File: config.mk
export PLATFORM = sky130hd
export DESIGN_NAME = instr_fetch_spi
export DESIGN_NICKNAME = d
export VERILOG_FILES = /design/src/rtl/cpu_pkg.sv /design/src/rtl/spi_shift_engine.sv /design/src/rtl/instr_fetch_spi.sv
export SDC_FILE = /design/constraint.sdc
export NUM_CORES = 1
export LEC_CHECK = 0
export ABC_AREA = 1
export ABC_CLOCK_PERIOD_IN_PS = 3000
export CAP_MARGIN = 20
export CORE_ASPECT_RATIO = 1.2
export CORE_MARGIN = 5
export CORE_UTILIZATION = 53
export CTS_CLUSTER_DIAMETER = 120
export CTS_CLUSTER_SIZE = 16
export DETAILED_ROUTE_END_ITERATION = 12
export PLACE_DENSITY_LB_ADDON = 0.15
export SLEW_MARGIN = 10
export SYNTH_ARGS = -nofsm -noshare
export SYNTH_HDL_FRONTEND = slang
export SYNTH_HIERARCHICAL = 1
export SYNTH_SLANG_ARGS = --single-unit
File: constraint.sdc
create_clock -name clk_in -period 3 [get_ports clk_in]
set_clock_uncertainty 0.2 [all_clocks]
set_input_delay 0.9 -clock clk_in [delete_from_list [all_inputs] [get_ports clk_in]]
set_output_delay 0.9 -clock clk_in [all_outputs]
set_load 0.01 [all_outputs]
File: src/rtl/cpu_pkg.sv
// Shared fetch-path types and constants for the SPI instruction fetch unit.
package cpu_pkg;

    typedef enum logic [1:0] {
        IDLE,
        CS_SETUP,
        SHIFT,
        DONE
    } fetch_state_t;

    localparam logic [7:0]  SPI_READ_CMD_DEFAULT = 8'h03;
    localparam int unsigned INSTR_W              = 16;
    localparam int unsigned FRAME_W              = 48;

    // Halfword-aligned byte address, wrapping modulo 2^24.
    function automatic logic [23:0] fetch_byte_addr(input logic [23:0] base,
                                                    input logic [15:0] addr);
        return base + {8'h00, addr[15:1], 1'b0};
    endfunction

endpackage

File: src/rtl/spi_shift_engine.sv
// SPI mode-0 frame shifter: half-rate sck, 48-bit MOSI frame out, MISO shifted in.
module spi_shift_engine
    import cpu_pkg::*;
(
    input  logic               clk_in,
    input  logic               reset_in,
    input  logic               start_in,
    input  logic               abort_in,
    input  logic [FRAME_W-1:0] frame_in,
    input  logic               spi_miso_in,
    output logic               spi_sck_out,
    output logic               spi_mosi_out,
    output logic [INSTR_W-1:0] rx_data_out,
    output logic               done_out
);

    localparam logic [5:0] LAST_BIT = 6'(FRAME_W - 1);

    logic               active_q, active_d;
    logic               sck_q, sck_d;
    logic [5:0]         bit_cnt_q, bit_cnt_d;
    logic [FRAME_W-1:0] tx_sr_q, tx_sr_d;
    logic [INSTR_W-1:0] rx_sr_q, rx_sr_d;

    // Done is the falling-edge slot of the final bit's high phase.
    assign done_out     = active_q && sck_q && (bit_cnt_q == LAST_BIT);
    assign spi_sck_out  = sck_q;
    assign spi_mosi_out = tx_sr_q[FRAME_W-1];
    assign rx_data_out  = rx_sr_q;

    always_comb begin
        active_d  = active_q;
        sck_d     = sck_q;
        bit_cnt_d = bit_cnt_q;
        tx_sr_d   = tx_sr_q;
        rx_sr_d   = rx_sr_q;
        if (abort_in) begin
            active_d  = 1'b0;
            sck_d     = 1'b0;
            bit_cnt_d = '0;
            tx_sr_d   = '0;
        end else if (start_in) begin
            active_d  = 1'b1;
            sck_d     = 1'b0;
            bit_cnt_d = '0;
            tx_sr_d   = frame_in;
        end else if (active_q) begin
            if (!sck_q) begin
                sck_d   = 1'b1;
                rx_sr_d = {rx_sr_q[INSTR_W-2:0], spi_miso_in};
            end else begin
                sck_d = 1'b0;
                if (bit_cnt_q == LAST_BIT) begin
                    active_d  = 1'b0;
                    bit_cnt_d = '0;
                    tx_sr_d   = '0;
                end else begin
                    bit_cnt_d = bit_cnt_q + 6'd1;
                    tx_sr_d   = {tx_sr_q[FRAME_W-2:0], 1'b0};
                end
            end
        end
    end

    always_ff @(posedge clk_in or posedge reset_in) begin
        if (reset_in) begin
            active_q  <= 1'b0;
            sck_q     <= 1'b0;
            bit_cnt_q <= '0;
            tx_sr_q   <= '0;
            rx_sr_q   <= '0;
        end else begin
            active_q  <= active_d;
            sck_q     <= sck_d;
            bit_cnt_q <= bit_cnt_d;
            tx_sr_q   <= tx_sr_d;
            rx_sr_q   <= rx_sr_d;
        end
    end

endmodule

File: src/rtl/instr_fetch_spi.sv
// Instruction fetch unit: reads one 16-bit big-endian instruction per request over SPI.
module instr_fetch_spi
    import cpu_pkg::*;
#(
    parameter logic [7:0]  SPI_CMD_READ = SPI_READ_CMD_DEFAULT,
    parameter logic [23:0] BASE_ADDR    = 24'h000000
) (
    input  logic               clk_in,
    input  logic               reset_in,
    input  logic [15:0]        fetch_addr_in,
    input  logic               fetch_req_in,
    input  logic               flush_in,
    output logic               fetch_ready_out,
    output logic [INSTR_W-1:0] instr_out,
    output logic               instr_valid_out,
    output logic               spi_cs_n_out,
    output logic               spi_sck_out,
    output logic               spi_mosi_out,
    input  logic               spi_miso_in
);

    fetch_state_t       state_q, state_d;
    logic [23:0]        addr_q, addr_d;
    logic               cs_n_q, cs_n_d;
    logic               ready_q, ready_d;
    logic [INSTR_W-1:0] instr_q, instr_d;
    logic               valid_q, valid_d;

    logic               eng_start, eng_abort, eng_done;
    logic [INSTR_W-1:0] eng_rx;

    spi_shift_engine u_engine (
        .clk_in       (clk_in),
        .reset_in     (reset_in),
        .start_in     (eng_start),
        .abort_in     (eng_abort),
        .frame_in     ({SPI_CMD_READ, addr_q, 16'h0000}),
        .spi_miso_in  (spi_miso_in),
        .spi_sck_out  (spi_sck_out),
        .spi_mosi_out (spi_mosi_out),
        .rx_data_out  (eng_rx),
        .done_out     (eng_done)
    );

    always_comb begin
        state_d   = state_q;
        addr_d    = addr_q;
        cs_n_d    = cs_n_q;
        instr_d   = instr_q;
        valid_d   = 1'b0;
        eng_start = 1'b0;
        eng_abort = 1'b0;
        unique case (state_q)
            IDLE: begin
                if (fetch_req_in && !flush_in) begin
                    addr_d  = fetch_byte_addr(BASE_ADDR, fetch_addr_in);
                    state_d = CS_SETUP;
                    cs_n_d  = 1'b0;
                end
            end
            CS_SETUP: begin
                if (flush_in) begin
                    state_d = IDLE;
                    cs_n_d  = 1'b1;
                end else begin
                    state_d   = SHIFT;
                    eng_start = 1'b1;
                end
            end
            SHIFT: begin
                if (flush_in) begin
                    state_d   = IDLE;
                    cs_n_d    = 1'b1;
                    eng_abort = 1'b1;
                end else if (eng_done) begin
                    state_d = DONE;
                    cs_n_d  = 1'b1;
                    instr_d = eng_rx;
                    valid_d = 1'b1;
                end
            end
            DONE: begin
                state_d = IDLE;
            end
            default: begin
                state_d = IDLE;
                cs_n_d  = 1'b1;
            end
        endcase
        ready_d = (state_d == IDLE);
    end

    always_ff @(posedge clk_in or posedge reset_in) begin
        if (reset_in) begin
            state_q <= IDLE;
            addr_q  <= '0;
            cs_n_q  <= 1'b1;
            ready_q <= 1'b1;
            instr_q <= '0;
            valid_q <= 1'b0;
        end else begin
            state_q <= state_d;
            addr_q  <= addr_d;
            cs_n_q  <= cs_n_d;
            ready_q <= ready_d;
            instr_q <= instr_d;
            valid_q <= valid_d;
        end
    end

    assign fetch_ready_out = ready_q;
    assign instr_out       = instr_q;
    assign instr_valid_out = valid_q;
    assign spi_cs_n_out    = cs_n_q;

endmodule

# == Yosys cells after proc, flatten, opt, wreduce, memory -nomap -nowiden ==
# Index checks and enable logic that the tools add are counted.
# word_totals
register_bits,108
inputBits,21
word_cells,73
# classes
add_sub_neg,1
n_eq_ne,7
n_mux,36
n_bitwise,4
reduce_logical,14
# op_table
operator,n
2-to-1 mux 48 bit,5
2-to-1 mux 6 bit,5
2-to-1 mux 1 bit,20
nonzero test 3 bit,3
2-to-1 mux 2 bit,4
one-hot mux 2 bit (4 select lines),1
AND reduction 4 bit,2
adder 6 x 1 -> 6 bit (second input constant),1
equality test 6 bit (second input constant),1
equality test 2 bit (second input constant),2
zero test 2 bit,2
inequality test 2 bit (second input constant),2
NOT 1 bit,4
AND reduction 2 bit,2
logical AND 1 bit,3
inequality test 3 bit (second input constant),1
one-hot mux 1 bit (3 select lines),1
AND reduction 3 bit,1
equality test 2 x 1 -> 1 bit (second input constant),1
zero test 1 bit,1

# == Longest topological paths before layout ==
# Gate-level depths: netlist of run 1.
# logic_depth
word_depth,6
depth_mapped,13
depth_no_buf,12

# == Modules after synthesis ==
# The synthesis of run 1 kept the hierarchy.
# modules_own_cells
module,n_inst,cells_per_inst,area_each_um2
spi_shift_engine,1,484,3503.4
instr_fetch_spi,1,181,1582.8

# == Worst setup path before layout of run 1 ==
# OpenSTA, ideal clock, no wires.
# synth_path
path_type,input -> register
start,in flush_in
end,reg u_engine.tx_sr_q[10]
setup_ns,0.116
t_arrival_ns,1.829
setup_slack_ns,0.854
stages,8
path_cell_list,nor2_1 > inv_1 > buf_2 > buf_2 > nand2_1 > o21ai_0 > nand2_1 > nand2_1
# synth_between
elab_chain_len,4
# synth_rtl
element,line_no,source
"start, declared",instr_fetch_spi.sv:12,"input logic flush_in,"
2-to-1 mux 1 bit (on tied branches),"instr_fetch_spi.sv:62, instr_fetch_spi.sv:71",
2-to-1 mux 1 bit,instr_fetch_spi.sv:53,unique case (state_q)
nonzero test 3 bit (no line) or 2-to-1 mux 48 bit (tied branches),n/a,
AND reduction 2 bit (no line) or 2-to-1 mux 48 bit (tied branches),n/a,
"end signal, assigned",spi_shift_engine.sv:76,tx_sr_q <= tx_sr_d;
"end, declared",spi_shift_engine.sv:22,"logic [FRAME_W-1:0] tx_sr_q, tx_sr_d;"
# Parallel ways exist; a longest one is shown, timed or not.
# A chain may end at the register's enable or synchronous reset.

# == Worst setup path after layout of run 1 ==
# layout_path
start,reg cs_n_q (netlist: spi_cs_n_out)
end,out spi_cs_n_out
# layout_lines
element,line_no,source
"start, declared",instr_fetch_spi.sv:24,"logic cs_n_q, cs_n_d;"
"start signal, assigned",instr_fetch_spi.sv:104,cs_n_q <= cs_n_d;
"end, declared",instr_fetch_spi.sv:16,"output logic spi_cs_n_out,"
# No word-level cell between the ends.

==> results of run 1 <==
placed cells by master (no fill, tap or decap):
| cell type | Yosys | routed |
|---|---|---|
| bufinv_16 | 0 | 1 |
| nor2_2 | 1 | 1 |
| inv_1 | 49 | 48 |
| o21ai_1 | 4 | 4 |
| inv_6 | 1 | 2 |
| buf_12 | 1 | 5 |
| clkdlybuf4s50_1 | 0 | 40 |
| inv_8 | 0 | 1 |
| nand2_2 | 4 | 4 |
| o21ai_0 | 67 | 67 |
| nand4_1 | 2 | 2 |
| clkbuf_8 | 0 | 1 |
| nor2_1 | 16 | 15 |
| clkinv_4 | 0 | 1 |
| nand2_1 | 339 | 339 |
| o22ai_1 | 1 | 1 |
| inv_2 | 2 | 3 |
| nor2_4 | 2 | 3 |
| nand3_2 | 1 | 1 |
| dfstp_2 | 2 | 2 |
| o21ai_2 | 1 | 1 |
| clkbuf_16 | 0 | 9 |
| a21oi_1 | 13 | 13 |
| nand3_1 | 11 | 11 |
| nand2_4 | 1 | 1 |
| conb_1 | 2 | 33 |
| clkinv_2 | 0 | 2 |
| dfrtp_1 | 106 | 106 |
| buf_4 | 7 | 9 |
| ha_1 | 6 | 6 |
cells in the mapped netlist:
cell type,number
clkbuf_1,12
nor2_2,1
buf_2,13
nand2_1,339
ha_1,6
conb_1,2
inv_2,2
o21ai_1,4
o22ai_1,1
nand2_2,4
nand4_1,2
clkbuf_2,1
buf_12,1
nand2_4,1
inv_1,49
nand3_2,1
a21oi_1,13
nor2_1,16
buf_4,7
nor2_4,2
inv_6,1
dfstp_2,2
dfrtp_1,106
o21ai_0,67
nand3_1,11
o21ai_2,1
per-layer routing:
metal / share of wire [%] / track usage [%]
met4: 1.6 / 6.49
met5: 0 / 0
met3: 2.6 / 2.61
met1: 45 / 23.1
met2: 51 / 32.6
metrics by stage:
| step | hold WS (ns) | instances | util, % |
|---|---|---|---|
| 2_1_floorplan | 0.242 | 696 | - |
| 3_3_place_gp | 0.255 | 839 | 60.7 |
| 3_5_place_dp | 0.252 | 839 | 60.7 |
| 4_1_cts | 0.268 | 855 | 63.9 |
| 5_1_grt | 0.299 | 855 | 63.9 |
| 6_report | 0.266 | 855 | 63.9 |
cell families after synthesis:
kind of cell / after synthesis / synth area share (%)
compound gates: 86 / 8.56
other cells: 2 / 0.148
fa+ha+maj: 6 / 1.48
simple gates: 377 / 29.0
flops: 108 / 53.2
buf+inv: 86 / 7.63
registers in the layout (all words and copies together), names as in the netlist:
name                  cells
u_engine/bit_cnt_q        6
u_engine/active_q         1
fetch_ready_out           1
instr_out                16
instr_valid_out           1
u_engine/spi_sck_out      1
u_engine/tx_sr_q         48
spi_cs_n_out              1
state_q                   2
u_engine/rx_data_out     16
addr_q                   15
layout make-up:
class / instances / area, um^2
Tap cell: 123 / 154
Clock buffer: 10 / 239
Fill cell: 833 / 3410
Inverter: 52 / 200
Clock inverter: 6 / 68.8
Timing Repair Buffer: 54 / 568
Multi-Input combinational cell: 502 / 2120
Sequential cell: 108 / 2710
worst min path at each step:
| stage | startpoint | end | cells after the start |
|---|---|---|---|
| after global placement | u_engine/tx_sr_q[0] | u_engine/tx_sr_q[0] | 2 |
| after CTS | spi_cs_n_out | spi_cs_n_out | 2 |
| final | spi_cs_n_out | spi_cs_n_out | 2 |
| after global routing | spi_cs_n_out | spi_cs_n_out | 2 |
| after detailed placement | spi_cs_n_out | spi_cs_n_out | 2 |
| after floorplan | u_engine/rx_data_out[0] | instr_out[0] | 2 |
power groups by stage:
stage	registers [uW]	logic (uW)	clock network [uW]
floorplan	2320	1560	0
global placement	2370	1990	0
detailed placement	2380	2060	0
CTS	2370	2070	1250
global route	2440	2380	1300
finish	2370	2040	1210
==> metrics, run 1 <==
Worst Path Arrival 1.41 ns; max-cap violations 0; CP Class flip-flop to output pin; drt wl/cell 11.8 um; Yosys top cell by area dfrtp_1; top-area cell type share of the netlist area 52.2%; count of unique library cells instantiated by Yosys 26; synth top area cells dfrtp_1, nand2_1, o21ai_0; vias in the first global route 4114; end point of the critical path spi_cs_n_out; starting DRC count in detailed routing 192; RR Endpoint u_engine/tx_sr_q[31]; CP bufs+invs 1; fin crit period 2.51 ns; cell-internal power 3510 uW; H-Tree Depth 3; Setup-failing EPs final 0; DIE HEIGHT 117 um; synth warn 6; Post-DRT Antenna Nets 0; crit path from spi_cs_n_out; clock slew at reported path FFs 0.07 ns; Port Buf Inserts 40; Final Instance Area 0.00605 mm^2; r2r setup slk 0.93 ns; DRC violations left 0; starting density of the core 53.7%; Die X 99.4 um; first-pass GRT wire length 18200 um; Final #Nets 754; Tcrit/Tclk final 83.6%; Mapped Area 0.00509 mm^2; hold_buf cts 0; Mapped Cells 665; num ports 42; Seq/Total Area, Yosys 53.2%; Routed WL 10100 um; Seq cells post-synth 108; setup TNS 0 ns; placed cell area 0.00574 mm^2; CP required 1.90 ns; Max Slew Vio Count 0; antenna violations before repair 0; fraction of layout cells with a size suffix above 1 6.42%; crit-path cells clkdlybuf4s50_1; Peak VDD IR 0.550 mV; Post-CTS Setup Inserts 0; outcome complete, no violations; RSZ-0062 raised after global routing false; endpoint type of the worst setup path output pin; Avg Cell Area, Syn 7.65 um^2; worst min-delay path class flip-flop to flip-flop; DR vias 4142; switch share 37.6%; Total Routing Usage GR 18.5%; Pre-antenna DRT Iters 4; combinational share of power 36.3%; sequential group share of total power 42.1%; origin of the critical flop-to-flop path state_q[0]; ANT cells 0; CTS tree yes; via/cell ratio 4.84; Cell Rows 39; crit-path max cell delay 0.54 ns; root buffer cell clkbuf_16; Clock Power Share 21.6%; clk buf depth 2; Crit path max-delay family buffers and inverters; TritonCTS Buffers 9; Power Density 928 mW/mm^2; GR Overflow Total 0; Leak 0.00322 uW; crit-path max FO 2; clk_lat worst skew 0.34 ns; Final Hold Fails 0; CTS sink cnt 108; Core Area 0.00947 mm^2; Layout area overhead 19.0%; Fmax 0.399 GHz; hpwl dp 6180 um; total power 5620 uW; Reg2Reg Depth 10; GP Congestion 0.720; CP Depth 1; die area 0.0117 mm^2; setup ws final 0.493 ns; post_cts resized 0; CP max-delay cell clkdlybuf4s50_1; pin count of the biggest net entering global routing 73; Net Switching 2110 uW; Place WS 0.226 ns; Startpoint Class flip-flop
Power figures use the tool's default switching activity.
==> run 2, diff against run 1 <==
--- a/config.mk
+++ b/config.mk
@@ -6,7 +6,7 @@
 export NUM_CORES = 1
 export LEC_CHECK = 0
 export ABC_AREA = 1
-export ABC_CLOCK_PERIOD_IN_PS = 3000
+export ABC_CLOCK_PERIOD_IN_PS = 2100
 export CAP_MARGIN = 20
 export CORE_ASPECT_RATIO = 1.2
 export CORE_MARGIN = 5
==> constraint.sdc (replaced) <==
create_clock -name clk_in -period 2.1 [get_ports clk_in]
set_clock_uncertainty 0.2 [all_clocks]
set_input_delay 0.63 -clock clk_in [delete_from_list [all_inputs] [get_ports clk_in]]
set_output_delay 0.63 -clock clk_in [all_outputs]
set_load 0.01 [all_outputs]
==> metrics, run 2 (same netlist as run 1, synthesis figures left out) <==
outcome complete, no violations; crit-path max cell delay 0.52 ns; fin crit period 2.03 ns; Max Slew Vio Count 0; Cell Rows 39; Tcrit/Tclk final 96.8%; drt wl/cell 11.7 um; worst min-delay path class flip-flop to flip-flop; Final Hold Fails 0; Most flops, register u_engine/tx_sr_q; num ports 42; GP Congestion 0.801; RSZ-0062 raised after global routing false; crit-path cells clkdlybuf4s50_1; CP bufs+invs 1; antenna violations before repair 0; CP Class flip-flop to output pin; Final #Nets 765; fin util 65.6%; Post-CTS Setup Inserts 0; Layout area overhead 22.1%; first-pass GRT wire length 18200 um; clock slew at reported path FFs 0.08 ns; Fmax 0.492 GHz; Port Buf Inserts 40; Die X 99.4 um; ANT cells 0; GR Overflow Total 0; clk_lat worst skew 0.35 ns; most frequent cells in the layout nand2_1, dfrtp_1, o21ai_0; DR vias 4156; starting density of the core 53.7%; Power Density 1310 mW/mm^2; Pre-antenna DRT Iters 4; CP max-delay cell clkdlybuf4s50_1; starting DRC count in detailed routing 210; max-cap violations 0; commonest non-fill, non-tap cell in the layout nand2_1; total power 8170 uW; vias in the first global route 4057; die area 0.0117 mm^2; CTS tree yes; hold_buf cts 0; hpwl dp 6680 um; DIE HEIGHT 117 um; pin count of the biggest net entering global routing 57; Peak VDD IR 0.636 mV; Startpoint Class flip-flop; Worst Path Arrival 1.20 ns; via/cell ratio 4.80; TritonCTS Buffers 9; placed insts 850; Core Area 0.00947 mm^2; Finished Layout Cells 866; Setup-failing EPs final 0; endpoint type of the worst setup path output pin; Routed WL 10100 um; CP required 1.27 ns; max FFs per register 48; crit-path max FO 1; Leak 0.00350 uW; hold slack 0.269 ns; H-Tree Depth 3; fraction of layout cells with a size suffix above 1 8.08%; root buffer cell clkbuf_16; Crit path max-delay family buffers and inverters; CTS sink cnt 108; DRC violations left 0; Post-DRT Antenna Nets 0; Total Routing Usage GR 19.0%; clk buf depth 2
-- run 2: cell types whose count changed in the layout (fill, tap and decap cells not counted), moves of 2 or more --
| cell | delta |
|---|---|
| buf_4 | +7 |
| clkdlybuf4s50_1 | -20 |
| buf_12 | +4 |
| dlymetal6s2s_1 | +9 |
| clkinvlp_4 | +2 |
| dlygate4sd2_1 | +11 |
| inv_6 | +2 |
| clkinv_2 | -2 |
-- run 2: timing repair --
action,4_1_cts,5_1_grt
gates resized for setup,11,12
gates cloned,0,0
setup endpoints to repair,11,16
endpoints found under the hold margin,0,0
-- run 2: where the power goes --
group          switching [uW]  internal, uW  total (uW)
clock                     818           957        1770
sequential                461          2920        3380
combinational            1810          1200        3020
total                    3090          5080        8170
-- run 2: metal layers --
| layer | global-route usage (%) | part of all wire, % | vias up |
|---|---|---|---|
| met5 | 0 | 0 | - |
| met4 | 6.06 | 1.4 | 0 |
| met3 | 4.16 | 3.2 | 14 |
| met2 | 31.1 | 50 | 48 |
| met1 | 25.0 | 45 | 1944 |
| li1 | - | - | 2150 |
-- run 2: cell type report --
class | instances | area (um^2)
Fill cell | 785 | 3250
Sequential cell | 108 | 2710
Multi-Input combinational cell | 502 | 2120
Timing Repair Buffer | 65 | 709
Clock buffer | 9 | 225
Inverter | 52 | 204
Tap cell | 123 | 154
Clock inverter | 7 | 91.3
-- run 2: worst paths after layout --
kind                            startpoint              endpoint  slack [ns]  cells past startpoint
max                        instr_valid_out       instr_valid_out        0.07                      1
min                           spi_cs_n_out          spi_cs_n_out        0.27                      2
max reg2reg                     state_q[1]  u_engine/tx_sr_q[19]        0.18                     10
min reg2reg                   spi_cs_n_out          spi_cs_n_out        0.27                      2
max in group asynchronous         reset_in            addr_q[14]        0.87                      3
min in group asynchronous         reset_in          instr_out[1]        0.48                      3
-- run 2: per-stage QoR --
step / setup TNS [ns] / cell area, um^2 / setup WS, ns
final: 0 / 6210 / 0.0662
after global routing: 0 / 6210 / 0.00873
after CTS: 0 / 6180 / 0.00294
after detailed placement: -12.91 / 5880 / -0.218
after global placement: -10.56 / 5880 / -0.181
after floorplan: 0 / 5210 / 0.139
